$ cat config.mk
export PLATFORM = sky130hd
export DESIGN_NAME = noaa_mote_scheduler_flat
export DESIGN_NICKNAME = d
export VERILOG_FILES = /design/src/rtl/noaa_mote_scheduler_if.sv /design/src/rtl/noaa_mote_scheduler.sv /design/src/flat_wrapper.sv
export SDC_FILE = /design/constraint.sdc
export NUM_CORES = 1
export LEC_CHECK = 0
export BUFFER_PORTS_ARGS = -buffer_cell sky130_fd_sc_hd__buf_2
export CAP_MARGIN = 0
export CORE_ASPECT_RATIO = 2
export CORE_MARGIN = 2
export CORE_UTILIZATION = 40
export DETAILED_ROUTE_END_ITERATION = 7
export MAX_ROUTING_LAYER = met4
export PLACE_DENSITY = 0.81
export SLEW_MARGIN = 20
export SYNTH_ARGS = -nofsm -noshare
export SYNTH_HDL_FRONTEND = slang
export SYNTH_SLANG_ARGS = --single-unit
$ cat constraint.sdc
create_clock -name CLK -period 1.8 [get_ports CLK]
set_clock_uncertainty 0.2 [all_clocks]
set_input_delay 0.27 -clock CLK [delete_from_list [all_inputs] [get_ports CLK]]
set_output_delay 0.27 -clock CLK [all_outputs]
set_load 0.01 [all_outputs]
$ cat src/rtl/noaa_mote_scheduler_if.sv
// Scheduler <-> shared NOAA statistics engine link.
// The scheduler drives reset, mode and sample; the engine answers with sample-taken, done and the result.
interface noaa_mote_scheduler_if #(
    parameter int DATA_W = 12
);
    logic              ENG_RESET;
    logic              ENG_MODE;
    logic [DATA_W-1:0] ENG_TN;
    logic              ENG_SAMPLE;
    logic              ENG_DONE;
    logic [DATA_W-1:0] ENG_AVG_SD;

    modport master (
        output ENG_RESET, ENG_MODE, ENG_TN,
        input  ENG_SAMPLE, ENG_DONE, ENG_AVG_SD
    );

    modport slave (
        input  ENG_RESET, ENG_MODE, ENG_TN,
        output ENG_SAMPLE, ENG_DONE, ENG_AVG_SD
    );
endinterface

$ cat src/rtl/noaa_mote_scheduler.sv
// Round-robin arbiter sharing one NOAA AVG/SD engine among motes: grant 1 cycle after REQ, 2 engine-clear cycles,
// then run until ENG_DONE (result 1 cycle later), timeout or REQ drop; the mote holds REQ and is paced by SAMPLE_ACK.
module noaa_mote_scheduler #(
    parameter int NUM_MOTES = 4,
    parameter int DATA_W    = 12,
    parameter int TIMEOUT   = 255
) (
    input  logic                        CLK,
    input  logic                        RESET,
    input  logic [NUM_MOTES-1:0]        REQ,
    input  logic [NUM_MOTES-1:0]        MODE_IN,
    input  logic [NUM_MOTES*DATA_W-1:0] TN_IN,
    output logic [NUM_MOTES-1:0]        GNT,
    output logic [NUM_MOTES-1:0]        SAMPLE_ACK,
    output logic [DATA_W-1:0]           RESULT,
    output logic [NUM_MOTES-1:0]        RESULT_VALID,
    output logic [NUM_MOTES-1:0]        ERR,
    output logic                        BUSY,
    noaa_mote_scheduler_if.master       eng
);
    localparam int IDX_W = (NUM_MOTES > 1) ? $clog2(NUM_MOTES) : 1;
    localparam int WD_W  = (TIMEOUT > 1) ? $clog2(TIMEOUT + 1) : 1;

    typedef enum logic [1:0] {S_IDLE, S_CLEAR, S_RUN, S_FINISH} state_t;

    state_t               state_q, state_d;
    logic [NUM_MOTES-1:0] gnt_q, gnt_d;
    logic [IDX_W-1:0]     gidx_q, gidx_d;
    logic [IDX_W-1:0]     last_q, last_d;
    logic                 mode_q, mode_d;
    logic                 clr_q, clr_d;
    logic [WD_W-1:0]      wdog_q, wdog_d;
    logic [DATA_W-1:0]    result_q, result_d;
    logic [NUM_MOTES-1:0] err_q, err_d;

    logic                 win_found;
    logic [IDX_W-1:0]     win_idx;
    logic [IDX_W-1:0]     cand;
    logic                 req_g;
    logic                 timeout;

    assign req_g   = REQ[gidx_q];
    assign timeout = (wdog_q == WD_W'(TIMEOUT));

    // Scan starts one past the last grant, so the last winner has lowest priority.
    always_comb begin
        win_found = 1'b0;
        win_idx   = '0;
        cand      = '0;
        for (int k = 1; k <= NUM_MOTES; k++) begin
            cand = IDX_W'((int'(last_q) + k) % NUM_MOTES);
            if (!win_found && REQ[cand]) begin
                win_found = 1'b1;
                win_idx   = cand;
            end
        end
    end

    always_ff @(posedge CLK) begin
        if (!RESET) begin
            state_q <= S_IDLE;
        end else begin
            state_q <= state_d;
        end
    end

    always_comb begin
        state_d = state_q;
        case (state_q)
            S_IDLE: begin
                if (win_found) state_d = S_CLEAR;
            end
            S_CLEAR: begin
                if (!req_g)     state_d = S_IDLE;
                else if (clr_q) state_d = S_RUN;
            end
            S_RUN: begin
                if (!req_g)            state_d = S_IDLE;
                else if (eng.ENG_DONE) state_d = S_FINISH;
                else if (timeout)      state_d = S_IDLE;
            end
            S_FINISH: state_d = S_IDLE;
            default:  state_d = S_IDLE;
        endcase
    end

    always_comb begin
        gnt_d    = gnt_q;
        gidx_d   = gidx_q;
        last_d   = last_q;
        mode_d   = mode_q;
        clr_d    = 1'b0;
        wdog_d   = '0;
        result_d = result_q;
        err_d    = '0;
        case (state_q)
            S_IDLE: begin
                if (win_found) begin
                    gnt_d  = NUM_MOTES'(1) << win_idx;
                    gidx_d = win_idx;
                    last_d = win_idx;
                    mode_d = MODE_IN[win_idx];
                end
            end
            S_CLEAR: clr_d = ~clr_q;
            S_RUN: begin
                wdog_d = eng.ENG_SAMPLE ? '0 : wdog_q + 1'b1;
                if (req_g && eng.ENG_DONE)               result_d = eng.ENG_AVG_SD;
                if (req_g && !eng.ENG_DONE && timeout) err_d    = gnt_q;
            end
            default: ;
        endcase
        if (state_d == S_IDLE) gnt_d = '0;
    end

    always_ff @(posedge CLK) begin
        if (!RESET) begin
            gnt_q    <= '0;
            gidx_q   <= '0;
            last_q   <= IDX_W'(NUM_MOTES - 1);
            mode_q   <= 1'b0;
            clr_q    <= 1'b0;
            wdog_q   <= '0;
            result_q <= '0;
            err_q    <= '0;
        end else begin
            gnt_q    <= gnt_d;
            gidx_q   <= gidx_d;
            last_q   <= last_d;
            mode_q   <= mode_d;
            clr_q    <= clr_d;
            wdog_q   <= wdog_d;
            result_q <= result_d;
            err_q    <= err_d;
        end
    end

    always_comb begin
        GNT           = gnt_q;
        RESULT        = result_q;
        ERR           = err_q;
        BUSY          = (state_q != S_IDLE);
        SAMPLE_ACK    = '0;
        RESULT_VALID  = '0;
        eng.ENG_RESET = 1'b1;
        eng.ENG_MODE  = 1'b0;
        eng.ENG_TN    = '0;
        case (state_q)
            S_CLEAR: eng.ENG_MODE = mode_q;
            S_RUN: begin
                eng.ENG_RESET = 1'b0;
                eng.ENG_MODE  = mode_q;
                eng.ENG_TN    = TN_IN[int'(gidx_q)*DATA_W +: DATA_W];
                SAMPLE_ACK    = gnt_q & {NUM_MOTES{eng.ENG_SAMPLE}};
            end
            S_FINISH: begin
                eng.ENG_RESET = 1'b0;
                eng.ENG_MODE  = mode_q;
                RESULT_VALID  = gnt_q;
            end
            default: ;
        endcase
    end
endmodule

$ cat src/flat_wrapper.sv
// flat-port wrapper written by rule: the top's interface ports become plain ports
module noaa_mote_scheduler_flat 
#(
    parameter int NUM_MOTES = 4,
    parameter int DATA_W    = 12,
    parameter int TIMEOUT   = 255
)
  (CLK, RESET, REQ, MODE_IN, TN_IN, GNT, SAMPLE_ACK, RESULT, RESULT_VALID, ERR, BUSY, eng_ENG_RESET, eng_ENG_MODE, eng_ENG_TN, eng_ENG_SAMPLE, eng_ENG_DONE, eng_ENG_AVG_SD);
  noaa_mote_scheduler_if #(.DATA_W(DATA_W)) eng_i ();
  input  logic CLK;
  input  logic RESET;
  input  logic [NUM_MOTES-1:0] REQ;
  input  logic [NUM_MOTES-1:0] MODE_IN;
  input  logic [NUM_MOTES*DATA_W-1:0] TN_IN;
  output logic [NUM_MOTES-1:0] GNT;
  output logic [NUM_MOTES-1:0] SAMPLE_ACK;
  output logic [DATA_W-1:0] RESULT;
  output logic [NUM_MOTES-1:0] RESULT_VALID;
  output logic [NUM_MOTES-1:0] ERR;
  output logic BUSY;
  output wire logic [$bits(eng_i.ENG_RESET)-1:0] eng_ENG_RESET;
  output wire logic [$bits(eng_i.ENG_MODE)-1:0] eng_ENG_MODE;
  output wire logic [$bits(eng_i.ENG_TN)-1:0] eng_ENG_TN;
  input wire logic [$bits(eng_i.ENG_SAMPLE)-1:0] eng_ENG_SAMPLE;
  input wire logic [$bits(eng_i.ENG_DONE)-1:0] eng_ENG_DONE;
  input wire logic [$bits(eng_i.ENG_AVG_SD)-1:0] eng_ENG_AVG_SD;
  assign eng_ENG_RESET = eng_i.ENG_RESET;
  assign eng_ENG_MODE = eng_i.ENG_MODE;
  assign eng_ENG_TN = eng_i.ENG_TN;
  assign eng_i.ENG_SAMPLE = eng_ENG_SAMPLE;
  assign eng_i.ENG_DONE = eng_ENG_DONE;
  assign eng_i.ENG_AVG_SD = eng_ENG_AVG_SD;
  noaa_mote_scheduler #(.NUM_MOTES(NUM_MOTES), .DATA_W(DATA_W), .TIMEOUT(TIMEOUT)) u_core (.CLK(CLK), .RESET(RESET), .REQ(REQ), .MODE_IN(MODE_IN), .TN_IN(TN_IN), .GNT(GNT), .SAMPLE_ACK(SAMPLE_ACK), .RESULT(RESULT), .RESULT_VALID(RESULT_VALID), .ERR(ERR), .BUSY(BUSY), .eng(eng_i));
endmodule
# [Word-level counts from Yosys, hierarchy flattened]
# Index checks and enable logic that the tools add are counted.
[totals] word_cells=84 inputBits=72 ff_bits=36 out_inout_bits=43
[op_classes] n_eq_ne=4 n_lt_le_gt_ge=6 shifts=2 n_reduce_logical=21 n_addsub=5 mux=32 multipliers=1 bitwise=4
[ops] operator="$shiftx A48 B32 Y12" n=1
[ops] operator="$mux W2" n=10
[ops] operator="$lt A2 B3 Y1 const B" n=6
[ops] operator="$bmux W1 S2" n=6
[ops] operator="$mux W1" n=12
[ops] operator="$mux W12" n=1
[ops] operator="$add A8 B1 Y8 const B" n=1
[ops] operator="$eq A8 B8 Y1 const B" n=1
[ops] operator="$mux W4" n=2
[ops] operator="$pmux W2 S4" n=1
[ops] operator="$logic_and A1 B1 Y1" n=6
[ops] operator="$reduce_and A2 Y1" n=3
[ops] operator="$reduce_or A3 Y1" n=2
[ops] operator="$add A2 B1 Y2 const B" n=2
[ops] operator="$add A2 B2 Y2 const B" n=2
[ops] operator="$and A4 B4 Y4" n=1
[ops] operator="$eq A2 B2 Y1 const B" n=2
[ops] operator="$logic_not A1 Y1" n=4
[ops] operator="$logic_not A2 Y1" n=2
[ops] operator="$mul A2 B2 Y4 const B" n=1
[ops] operator="$reduce_or A2 Y1" n=2
[ops] operator="$shl A1 B2 Y4 const A" n=1
[ops] operator="$not A1 Y1" n=3
[ops] operator="$reduce_and A3 Y1" n=1
[ops] operator="2 further kinds" n=2

# [Longest topological paths before layout]
[logic_depth] word_depth=17 ltp_mapped=6

# [Worst setup path before layout]
# Ideal clock, no wire load.
[synth_path] kind="reg2out" startpoint="register u_core.gidx_q[0]" endpoint="output eng_ENG_TN[10]" path_buffers=2 required_ps=1330 slack_ps=-106 arrival_time_ps=1436 path_stages_with_launch=5 path_cell_list="dfxtp_1 buf_2 buf_2 mux4_2 and2_1"
[synth_via] elab_chain_cells=3
[synth_lines] item="start, declared" line_no="noaa_mote_scheduler.sv:28" source="logic [IDX_W-1:0] gidx_q, gidx_d;"
[synth_lines] item="start signal, assigned" line_no="noaa_mote_scheduler.sv:128" source="gidx_q <= gidx_d;"
[synth_lines] item="$mul A2 B2 Y4" line_no="noaa_mote_scheduler.sv:153" source="eng.ENG_TN = TN_IN[int'(gidx_q)*DATA_W +: DATA_W];"
[synth_lines] item="$shiftx A48 B32 Y12" line_no="noaa_mote_scheduler.sv:153"
[synth_lines] item="$mux W12" line_no="noaa_mote_scheduler.sv:148" source="case (state_q)"
[synth_lines] item="end, declared" line_no="flat_wrapper.sv:23" source="output wire logic [$bits(eng_i.ENG_TN)-1:0] eng_ENG_TN;"
# Every way passes these cells.

# [Worst setup path after layout]
[layout_path] startpoint="register u_core.gidx_q[0]" endpoint="output eng_ENG_TN[8]"
# Same word-level chain as after synthesis.

==> impl_metrics.ini <==
[synthesis]
synth_area_leaders = dfxtp_1, mux4_2, mux2i_1, and2_1, nor2b_1
synth_cells = 204
yosysWarnings = 0
synth.distinct_cells = 44
syn_nets = 277
yosys_register_bits = 36
synth_area_um2 = 2010
yosysTopAreaCellShare = 0.359
ys_async_sr_fraction = 0
ys_seq_area_frac = 0.359
synth_area_leader_cell = dfxtp_1
synth_edf_count = 0
synthFlopType = dfxtp_1
avgSynthCellArea_um2 = 9.84

[worst_setup_path]
worstSetupPathType = flip-flop to output pin
max_stage_delay_ps = 500
crit_slowest_cell = mux4_2
crit_arrival_ps = 1570
cp_max_fo = 6
critPathCaptureType = output pin
crit_chain = buf_12, mux4_2, and2_4, buf_6
cp.required_ps = 1330
cp-start-kind = flip-flop

[sta]
rsz0062_at_grt = yes
hold_slack_ps = 36.1
min_period_over_period = 1.13
worstMarginPinSlew_ps = 450
layout_setup_ws_ps = -242
hold_violations = 0
fmax_ghz = 0.490
post-route-min-period_ps = 2040
slew_viol_final = 0
setup_viol = 12
slew_headroom = 0.699

[die]
start_util = 0.413
die_w_um = 54.1
fp.dieArea_um2 = 5640
num_io_pins = 115
num_rows = 36
die_h_um = 104
core-area_um2 = 4860

[global_route]
top_usage_layer = met2
grt_use_met3 = 0.0374
use_met2 = 0.382
grt_max_degree = 23
grt_pass1_vias = 1968
grt_pass1_wl_mm = 8.31
use_met1 = 0.172
grt_usage = 0.204
grt_overflow = 0
antenna_found_initial = 0

[flow_run]
drv_cap = 0

[layout]
nNetsFinal = 403
area_growth_pct = 44.3
diodes = 0
ff_latch_area_um2 = 728
multi_input_area_um2 = 1240
fillers = 434
drive_gt1_frac = 0.508

[run_status]
status = finished with violations
violations = setup timing

[power]
internal_power_uw = 1380
power.share.clock = 0.291
leakagePower_uw = 0.00147
totalPowerFinal_uw = 1920
power_density_nw_per_um2 = 664
seq_power_share = 0.454
power_switching_uw = 545
ir_worst_vdd_mv = 0.536
swShare = 0.283
combPwrFrac = 0.255

[clocking]
clockBufferDepth = 2
clk_pin_slew_ps = 70
cts.sinks = 36
cts_root_buffer = clkbuf_8
cts_tree = built
cts_inserted_buffers = 5
clk_latency_ps = 290
cts_max_level = 2
ctsHoldBuffers = 0

[placed_design]
routabilityCongestion = 0.785
port_buffers = 114
post-dp-hpwl_mm = 4.40

[routing]
antenna_left = 0
drc_errors = 0
wl_per_cell_um = 14.6
vias = 2009
drt_pass1_iterations = 4
drt-initial-drc-count = 28
vias_per_cell = 5.18
wl_mm = 5.67

[worst_hold_path]
hp-class = primary input to flip-flop
[kinds of logic (layout without fill, tap and decap cells)]
| group | count (synthesis) | in the layout | synth area share |
|---|---|---|---|
| fa+ha+maj | 1 | 1 | 0.00623 |
| compound gates | 27 | 27 | 0.0916 |
| mux | 27 | 27 | 0.216 |
| buf+inv | 17 | 143 | 0.0424 |
| simple gates | 90 | 91 | 0.259 |
| flops | 36 | 36 | 0.359 |
| xor+xnor | 6 | 6 | 0.0262 |
[layout make-up]
type                       instances  area share
clock buffer                       5      0.0237
timing repair buffer             129       0.258
clock inverter                     3     0.00648
multi-input combinational        152       0.428
sequential                        36       0.251
inverter                           6     0.00777
tap                               57      0.0246
[cell usage in the layout, fill, tap and decap left out, types with 2 or more instances in the layout]
master     count
and2_4         4
nor2b_1       12
buf_6          3
o21ai_1        2
dfxtp_1       32
nand3_1        7
buf_4         12
a21oi_1        5
dfxtp_2        3
mux2i_1       14
a22oi_1        2
nand3b_1       2
mux4_2        13
and2_1        13
nor2_1        19
inv_1          6
and3_1         9
o2111ai_1      2
nand2_1       10
a21oi_2        2
xnor2_1        3
o21ai_0        6
buf_12         2
xor2_1         3
clkinv_2       2
buf_2        111
clkbuf_8       5
nand2b_1       2
[final timing paths]
path	start	to	slack, ps	depth (start not counted)
max reg2reg	u_core.state_q[0]	u_core.GNT[1]	40	6
min reg2reg	u_core.clr_q	u_core.clr_q	250	1
max	u_core.gidx_q[0]	eng_ENG_TN[8]	-240	4
min	eng_ENG_AVG_SD[9]	u_core.RESULT[9]	40	3
[worst max-delay path: cells and delay by family, from the launching register on]
kind	cells	cell delay (ps)
buffers and inverters	2	250
and+or+nand+nor	1	160
muxes	1	500
DFF	1	390
[power by group through the flow]
stage	Clock (uW)	Sequential, uW	Combinational [uW]
after floorplan	0	866	281
after global placement	0	882	431
after detailed placement	0	883	443
after CTS	576	869	466
after global routing	603	877	535
final	559	874	491
[through the flow]
step	instance area, um2	setup TNS (ps)	cells	setup slack (ps)	utilization
after global routing	2900	-3450	388	-302	0.596
after floorplan	2010	0	204	25.1	-
final	2900	-2730	388	-242	0.596
after CTS	2840	-2930	386	-269	0.583
after global placement	2700	0	377	11.3	0.555
after detailed placement	2700	-16.4	377	-6.92	0.555
[what timing repair did]
item | CTS | global route
setup buffers | 0 | 1
endpoints found under the setup margin | 13 | 28
gates cloned | 1 | 1
pin swaps | 12 | 1
gates resized for setup | 8 | 11
endpoints found under the hold margin | 0 | 0
[synth_stat cells (all sizes together) (2+ instances only)]
library cell,instances
o21ai,8
buf,6
clkbuf,5
a22oi,2
nand2,11
mux4,13
xor2,3
dfxtp,36
nand3b,2
and2,17
nor2,20
a21boi,2
xnor2,3
nand3,7
nand2b,2
inv,6
o2111ai,2
a21oi,7
nor2b,13
mux2i,14
and3,9
[routing by layer]
metal,vias up,part of all wire
met5,-,0
met4,0,0.033
met3,18,0.080
met2,101,0.57
met1,912,0.32
li1,978,-
[registers in the layout (all words and copies together) (netlist names)]
name,cells
u_core.ERR,4
u_core.last_q,2
u_core.wdog_q,8
u_core.mode_q,1
u_core.RESULT,12
u_core.clr_q,1
u_core.GNT,4
u_core.gidx_q,2
u_core.state_q,2
Power figures use the tool's default switching activity.
